[src/rtl/mem_bank_arbiter_if.sv]
// Requester-side and bank-side signals of the banked memory arbiter, flattened per port.
interface mem_bank_arbiter_if #(
  parameter int unsigned NREQ  = 4,
  parameter int unsigned NBANK = 16
);
  logic [NREQ-1:0]     req_valid;
  logic [NREQ-1:0]     req_we;
  logic [NREQ*16-1:0]  req_addr;
  logic [NREQ*16-1:0]  req_wdata;
  logic [NREQ-1:0]     req_gnt;
  logic [NREQ-1:0]     rsp_valid;
  logic [NREQ*16-1:0]  rsp_data;
  logic [NBANK-1:0]    bank_en;
  logic [NBANK-1:0]    bank_we;
  logic [NBANK*11-1:0] bank_addr;
  logic [NBANK*16-1:0] bank_wdata;
  logic [NBANK*16-1:0] bank_rdata;

  // Arbiter side.
  modport slave (
    input  req_valid, req_we, req_addr, req_wdata, bank_rdata,
    output req_gnt, rsp_valid, rsp_data, bank_en, bank_we, bank_addr, bank_wdata
  );

  // Requesters plus memory banks.
  modport master (
    output req_valid, req_we, req_addr, req_wdata, bank_rdata,
    input  req_gnt, rsp_valid, rsp_data, bank_en, bank_we, bank_addr, bank_wdata
  );
endinterface

[src/rtl/mem_bank_arbiter.sv]
// Per-bank round-robin arbiter for NREQ requesters over NBANK halfword-interleaved banks,
// with a 2-stage tag pipeline routing read data back to the winning requester.
module mem_bank_arbiter #(
  parameter int unsigned NREQ  = 4,
  parameter int unsigned NBANK = 16
) (
  input logic               clk,
  input logic               rst,
  mem_bank_arbiter_if.slave bus
);
  localparam int unsigned IW = (NREQ > 1) ? $clog2(NREQ) : 1;
  localparam int unsigned BW = $clog2(NBANK);

  logic [15:0]      w_addr  [NREQ];
  logic [15:0]      w_wdata [NREQ];
  logic [BW-1:0]    w_sel   [NREQ];
  logic [NREQ-1:0]  w_unused_addr_lsb;

  for (genvar i = 0; i < NREQ; i++) begin : g_unpack
    assign w_addr[i]            = bus.req_addr[i*16 +: 16];
    assign w_wdata[i]           = bus.req_wdata[i*16 +: 16];
    assign w_sel[i]             = w_addr[i][BW:1];
    assign w_unused_addr_lsb[i] = w_addr[i][0];
  end

  logic [IW-1:0]    r_ptr [NBANK];
  logic [NBANK-1:0] r_v1;
  logic [NBANK-1:0] r_v2;
  logic [IW-1:0]    r_id1 [NBANK];
  logic [IW-1:0]    r_id2 [NBANK];

  logic [NREQ-1:0]  w_gnt;
  logic [NBANK-1:0] w_hit;
  logic [IW-1:0]    w_win [NBANK];

  // Each requester targets exactly one bank, so it can win at most one grant per cycle.
  always_comb begin
    int unsigned l_idx;
    logic [IW-1:0] l_id;
    l_idx = 0;
    l_id  = '0;
    w_gnt = '0;
    w_hit = '0;
    for (int b = 0; b < NBANK; b++) begin
      w_win[b] = '0;
      if (!rst) begin
        for (int unsigned k = 0; k < NREQ; k++) begin
          l_idx = 32'(r_ptr[b]) + k;
          if (l_idx >= NREQ) begin
            l_idx = l_idx - NREQ;
          end
          l_id = IW'(l_idx);
          if (!w_hit[b] && bus.req_valid[l_id] && (w_sel[l_id] == BW'(b))) begin
            w_hit[b]    = 1'b1;
            w_gnt[l_id] = 1'b1;
            w_win[b]    = l_id;
          end
        end
      end
    end
  end

  logic [NBANK-1:0]    w_bank_we;
  logic [NBANK*11-1:0] w_bank_addr;
  logic [NBANK*16-1:0] w_bank_wdata;

  always_comb begin
    w_bank_we    = '0;
    w_bank_addr  = '0;
    w_bank_wdata = '0;
    for (int b = 0; b < NBANK; b++) begin
      if (w_hit[b]) begin
        w_bank_we[b]              = bus.req_we[w_win[b]];
        w_bank_addr[b*11 +: 11]   = w_addr[w_win[b]][15:5];
        w_bank_wdata[b*16 +: 16]  = w_wdata[w_win[b]];
      end
    end
  end

  assign bus.req_gnt    = w_gnt;
  assign bus.bank_en    = w_hit;
  assign bus.bank_we    = w_bank_we;
  assign bus.bank_addr  = w_bank_addr;
  assign bus.bank_wdata = w_bank_wdata;

  always_ff @(posedge clk or posedge rst) begin
    if (rst) begin
      r_v1 <= '0;
      r_v2 <= '0;
      for (int b = 0; b < NBANK; b++) begin
        r_ptr[b] <= '0;
        r_id1[b] <= '0;
        r_id2[b] <= '0;
      end
    end else begin
      r_v2 <= r_v1;
      for (int b = 0; b < NBANK; b++) begin
        r_v1[b]  <= w_hit[b] & ~w_bank_we[b];
        r_id1[b] <= w_win[b];
        r_id2[b] <= r_id1[b];
        if (w_hit[b]) begin
          r_ptr[b] <= (w_win[b] == IW'(NREQ - 1)) ? '0 : w_win[b] + IW'(1);
        end
      end
    end
  end

  logic [NREQ-1:0] w_rsp_valid;
  logic [15:0]     w_rsp_word [NREQ];

  // At most one bank can carry a tag for a given requester, so plain assignment suffices.
  always_comb begin
    w_rsp_valid = '0;
    for (int i = 0; i < NREQ; i++) begin
      w_rsp_word[i] = '0;
    end
    for (int b = 0; b < NBANK; b++) begin
      if (r_v2[b]) begin
        w_rsp_valid[r_id2[b]] = 1'b1;
        w_rsp_word[r_id2[b]]  = bus.bank_rdata[b*16 +: 16];
      end
    end
  end

  assign bus.rsp_valid = w_rsp_valid;

  for (genvar i = 0; i < NREQ; i++) begin : g_rsp_pack
    assign bus.rsp_data[i*16 +: 16] = w_rsp_word[i];
  end

endmodule

[src/flat_wrapper.sv]
// flat-port wrapper written by rule: the top's interface ports become plain ports
module mem_bank_arbiter_flat 
#(
  parameter int unsigned NREQ  = 4,
  parameter int unsigned NBANK = 16
)
  (clk, rst, bus_req_valid, bus_req_we, bus_req_addr, bus_req_wdata, bus_bank_rdata, bus_req_gnt, bus_rsp_valid, bus_rsp_data, bus_bank_en, bus_bank_we, bus_bank_addr, bus_bank_wdata);
  mem_bank_arbiter_if #(.NREQ(NREQ), .NBANK(NBANK)) bus_i ();
  input logic clk;
  input logic rst;
  input wire logic [$bits(bus_i.req_valid)-1:0] bus_req_valid;
  input wire logic [$bits(bus_i.req_we)-1:0] bus_req_we;
  input wire logic [$bits(bus_i.req_addr)-1:0] bus_req_addr;
  input wire logic [$bits(bus_i.req_wdata)-1:0] bus_req_wdata;
  input wire logic [$bits(bus_i.bank_rdata)-1:0] bus_bank_rdata;
  output wire logic [$bits(bus_i.req_gnt)-1:0] bus_req_gnt;
  output wire logic [$bits(bus_i.rsp_valid)-1:0] bus_rsp_valid;
  output wire logic [$bits(bus_i.rsp_data)-1:0] bus_rsp_data;
  output wire logic [$bits(bus_i.bank_en)-1:0] bus_bank_en;
  output wire logic [$bits(bus_i.bank_we)-1:0] bus_bank_we;
  output wire logic [$bits(bus_i.bank_addr)-1:0] bus_bank_addr;
  output wire logic [$bits(bus_i.bank_wdata)-1:0] bus_bank_wdata;
  assign bus_i.req_valid = bus_req_valid;
  assign bus_i.req_we = bus_req_we;
  assign bus_i.req_addr = bus_req_addr;
  assign bus_i.req_wdata = bus_req_wdata;
  assign bus_i.bank_rdata = bus_bank_rdata;
  assign bus_req_gnt = bus_i.req_gnt;
  assign bus_rsp_valid = bus_i.rsp_valid;
  assign bus_rsp_data = bus_i.rsp_data;
  assign bus_bank_en = bus_i.bank_en;
  assign bus_bank_we = bus_i.bank_we;
  assign bus_bank_addr = bus_i.bank_addr;
  assign bus_bank_wdata = bus_i.bank_wdata;
  mem_bank_arbiter #(.NREQ(NREQ), .NBANK(NBANK)) u_core (.clk(clk), .rst(rst), .bus(bus_i));
endmodule
[config.mk]
export PLATFORM = sky130hd
export DESIGN_NAME = mem_bank_arbiter_flat
export DESIGN_NICKNAME = d
export VERILOG_FILES = /design/src/rtl/mem_bank_arbiter_if.sv /design/src/rtl/mem_bank_arbiter.sv /design/src/flat_wrapper.sv
export SDC_FILE = /design/constraint.sdc
export NUM_CORES = 2
export LEC_CHECK = 0
export ABC_CLOCK_PERIOD_IN_PS = 15700
export BUFFER_PORTS_ARGS = -buffer_cell sky130_fd_sc_hd__buf_2
export CORE_AREA = 5 5 357 359
export CTS_CLUSTER_DIAMETER = 50
export DETAILED_ROUTE_END_ITERATION = 12
export DIE_AREA = 0 0 362 364
export SYNTH_ARGS = -nofsm -noshare
export SYNTH_HDL_FRONTEND = slang
export SYNTH_SLANG_ARGS = --single-unit
[constraint.sdc]
create_clock -name clk -period 15.7 [get_ports clk]
set_clock_uncertainty 0.15 [all_clocks]
set_input_delay 4.71 -clock clk [delete_from_list [all_inputs] [get_ports clk]]
set_output_delay 4.71 -clock clk [all_outputs]
set_load 0.05 [all_outputs]
==> flow_metrics.py <==
metrics = {
    "place": {
        "io_buffers": 925,
        "place_congestion": 1.105,
        "dpl.hpwl_um": 219400,
    },
    "timing": {
        "drv_slew": 0,
        "setup_violations": 0,
        "fin_crit_sh_pct": 92.55,
        "setup_tns_ns": 0,
        "worstMarginPinSlew_ns": 1.409,
        "slew_headroom_pct": 5.071,
        "hold_viol": 0,
        "rsz0062_at_grt": "false",
        "fmax_mhz": 68.82,
        "period_minus_slack_ns": 14.53,
    },
    "worst_setup_path": {
        "worst-path-buf-inv": 3,
        "worstSetupStartpointType": "input port",
        "crit_path_max_incr_delay_ns": 0.95,
        "path_cells": "buf_2 > nand3_1 > a2111oi_0 > o21ai_0 > nand3_1 > a2111oi_1 > nor4_4 > buf_4 > a211oi_1 > a211oi_1 > buf_2",
        "path_delay_family": "simple AND/OR/NAND/NOR gates",
        "arrival_ns": 9.67,
        "crit_type": "in2out",
        "crit_slowest_cell": "nor4_4",
        "path_max_fanout": 34,
        "cp.required_ns": 10.84,
        "endpoint_kind": "output port",
    },
    "yosys": {
        "async_reset_ff_share_pct": 100.0,
        "netlist.top_cell.by_area": "mux2i_1",
        "ys_types": 111,
        "synth-seq-area-share_pct": 8.686,
        "syn_avg_cell_area_um2": 7.319,
        "synth.area.top_cells": "mux2i_1 (18%), dfrtp_1 (8.7%), a211oi_1 (5.8%)",
        "ys.flop_type": "dfrtp_1",
        "synthCells": 5038,
        "synth_edf_count": 0,
        "synth_area_um2": 36880,
        "yosysTopAreaCellShare_pct": 18.43,
        "yosys_warnings": 0,
        "synth_seq_cells": 128,
        "syn_nets": 5501,
    },
    "clock_tree": {
        "tritoncts": "done",
        "cts_made_buffers": 17,
        "cts_setup_buffers": 0,
        "cts_sinks": 128,
        "cts_hold_buf": 0,
        "root_buffer": "clkbuf_16",
        "cts_resized": 0,
        "clk_pin_slew_ns": 0.07,
        "cts.path.max_buffers": 2,
        "htree_levels": 4,
        "clkLatencyLatePin_ns": 0.49,
    },
    "die": {
        "core_um2": 123500,
        "fp.dieH_um": 364,
        "ios": 930,
        "die_w_um": 362,
        "initial_utilization_pct": 29.86,
        "rows": 129,
        "die-area_um2": 131800,
    },
    "pwr": {
        "ir_worst_vdd_mv": 0.08698,
        "p_per_area_nw_per_um2": 120.0,
        "p_leak_nw": 19.71,
    },
    "finish": {
        "fin_util_pct": 35.07,
        "fin_nets": 5961,
        "final_layout_size_suffix_gt1_share_pct": 25.66,
        "syn_to_final_growth_pct": 17.42,
    },
    "drt": {
        "vias": 51320,
        "wirelength_um": 293700,
        "firstDrtPassIters": 9,
        "drtIter0Drc": 9303,
        "ant_nets": 0,
        "drc": 0,
        "viasPerCell": 7.121,
        "drt-wirelength-per-cell_um": 40.76,
    },
    "grt": {
        "grt_antenna_before_repair": 84,
        "gr-total-overflow": 0,
        "grt_pass1_wl_um": 392300,
        "grt_max_degree": 86,
        "grt_pass1_vias": 46460,
        "grt.total_usage_pct": 41.63,
    },
    "worst_hold_path": {
        "min_path_type": "reg2reg",
    },
    "status": {
        "outcome": "finished clean",
    },
    "flow_run": {
        "drv_cap": 0,
    },
}
[routing by layer]
metal | share of wire, % | routed length, um | up-vias | global-route usage, %
li1 | - | - | 20730 | -
met1 | 37 | 109600 | 24970 | 50.48
met2 | 42 | 124500 | 4430 | 63.10
met3 | 11 | 33210 | 1154 | 12.20
met4 | 8.9 | 26280 | 30 | 29.38
met5 | 0.063 | 184 | - | 1.355
[per-stage QoR]
stage                     hold WS (ns)  setup slack [ns]  power, W  cell area [um^2]  instances
after CTS                       0.1962             1.430  0.005063             43160       7148
after global routing            0.2001             1.079  0.005297             43230       7177
final                           0.1971             1.170  0.005195             43300       7206
after global placement          0.1811             1.446  0.004634             42570       7116
after detailed placement        0.1847             1.451  0.004612             42570       7116
after floorplan                 0.1812           0.06642  0.003174             36880       5038
[state kept, by name (all words and copies together), names as in the netlist]
signal        count
u_core.r_v1      16
u_core.r_id2     32
u_core.r_id1     32
u_core.r_ptr     32
u_core.r_v2      16
[synthesized netlist by cell type (all sizes together), types with 17 or more instances]
cell type / instances
a21oi: 226
o221ai: 80
a22oi: 123
clkbuf: 458
mux2: 87
buf: 201
a221o: 64
mux2i: 679
mux4: 52
nor3: 133
nand3: 142
nand2: 335
a22o: 18
nor2b: 71
o31ai: 41
a211o: 52
and3: 53
and2: 93
a32oi: 42
o221a: 35
nor3b: 28
nand3b: 23
a211oi: 285
nand4: 31
ha: 69
dfrtp: 128
o2111ai: 18
o2bb2ai: 17
a31oi: 68
o22ai: 265
o211ai: 96
and4: 25
inv: 91
o21ai: 188
a221oi: 57
o32ai: 24
nor2: 379
a2111oi: 26
nor4: 26
[power by group]
group          total [W]  leakage, nW  switching (W)  internal [W]
sequential      0.000580         1.68       0.000176      0.000404
combinational    0.00418         17.7        0.00303       0.00115
clock           0.000431        0.286       0.000205      0.000226
[final cells by class]
| cell class | instances | area, um^2 |
|---|---|---|
| fill | 13250 | 80170 |
| sequential | 128 | 3203 |
| multi-input combinational | 4155 | 30820 |
| clock inverter | 15 | 163.9 |
| clock buffer | 17 | 425.4 |
| timing repair buffer | 1100 | 6131 |
| tap | 1637 | 2048 |
| antenna | 58 | 145.1 |
| inverter | 96 | 365.4 |
[kinds of logic (layout without fill, tap and decap cells)]
logic type	after synthesis	in the layout	synth area share [%]
xor+xnor	13	13	0.3088
flops	128	128	8.686
fa+ha+maj	69	69	2.341
buf+inv	755	1228	8.917
simple gates	1424	1424	19.26
other cells	0	58	0
compound gates	1831	1831	36.22
mux	818	818	24.26
[worst reg2reg max path: cells and delay by family, from the launching register on]
family / cells / cell delay (ns)
compound gates: 4 / 1.78
fa+ha+maj: 1 / 0.75
buf+inv: 1 / 0.52
flops: 1 / 0.72
mux: 1 / 0.13
simple gates: 2 / 0.77
[cell usage in the layout (no fill, tap or decap), types with 25 or more instances in the layout]
cell type  count
a211o_1       51
a211oi_1     284
a21oi_1      220
a221o_1       64
a221oi_1      54
a22oi_1      123
a31oi_1       67
a32oi_1       42
and2_1        90
and3_1        52
and4_1        25
buf_2        925
buf_4        160
dfrtp_1      128
diode_2       58
ha_1          69
inv_1         88
mux2_2        80
mux2i_1      679
mux4_2        52
nand2_1      332
nand3_1      140
nand4_1       31
nor2_1       364
nor2b_1       67
nor3_1       131
o211ai_1      95
o21ai_0      169
o221a_2       35
o221ai_1      79
o22ai_1      264
o31ai_1       37
[worst paths after layout]
check                                             startpoint                           end  slack (ns)  cells after the start
worst min-delay path              u_core.r_id1[18]$_DFF_PP0_    u_core.r_id2[18]$_DFF_PP0_        0.20                      0
worst min register to register    u_core.r_id1[18]$_DFF_PP0_    u_core.r_id2[18]$_DFF_PP0_        0.20                      0
min in group asynchronous                                rst  u_core.r_ptr[11]$_DFFE_PP0P_        4.63                      3
worst max-delay path                        bus_req_addr[36]           bus_bank_wdata[247]        1.17                     11
worst max register to register  u_core.r_ptr[18]$_DFFE_PP0P_      u_core.r_v1[6]$_DFF_PP0_       10.79                      9
max in group asynchronous                                rst     u_core.r_v2[11]$_DFF_PP0_        9.61                      4
Note: power is estimated with default switching activity, not from simulation.
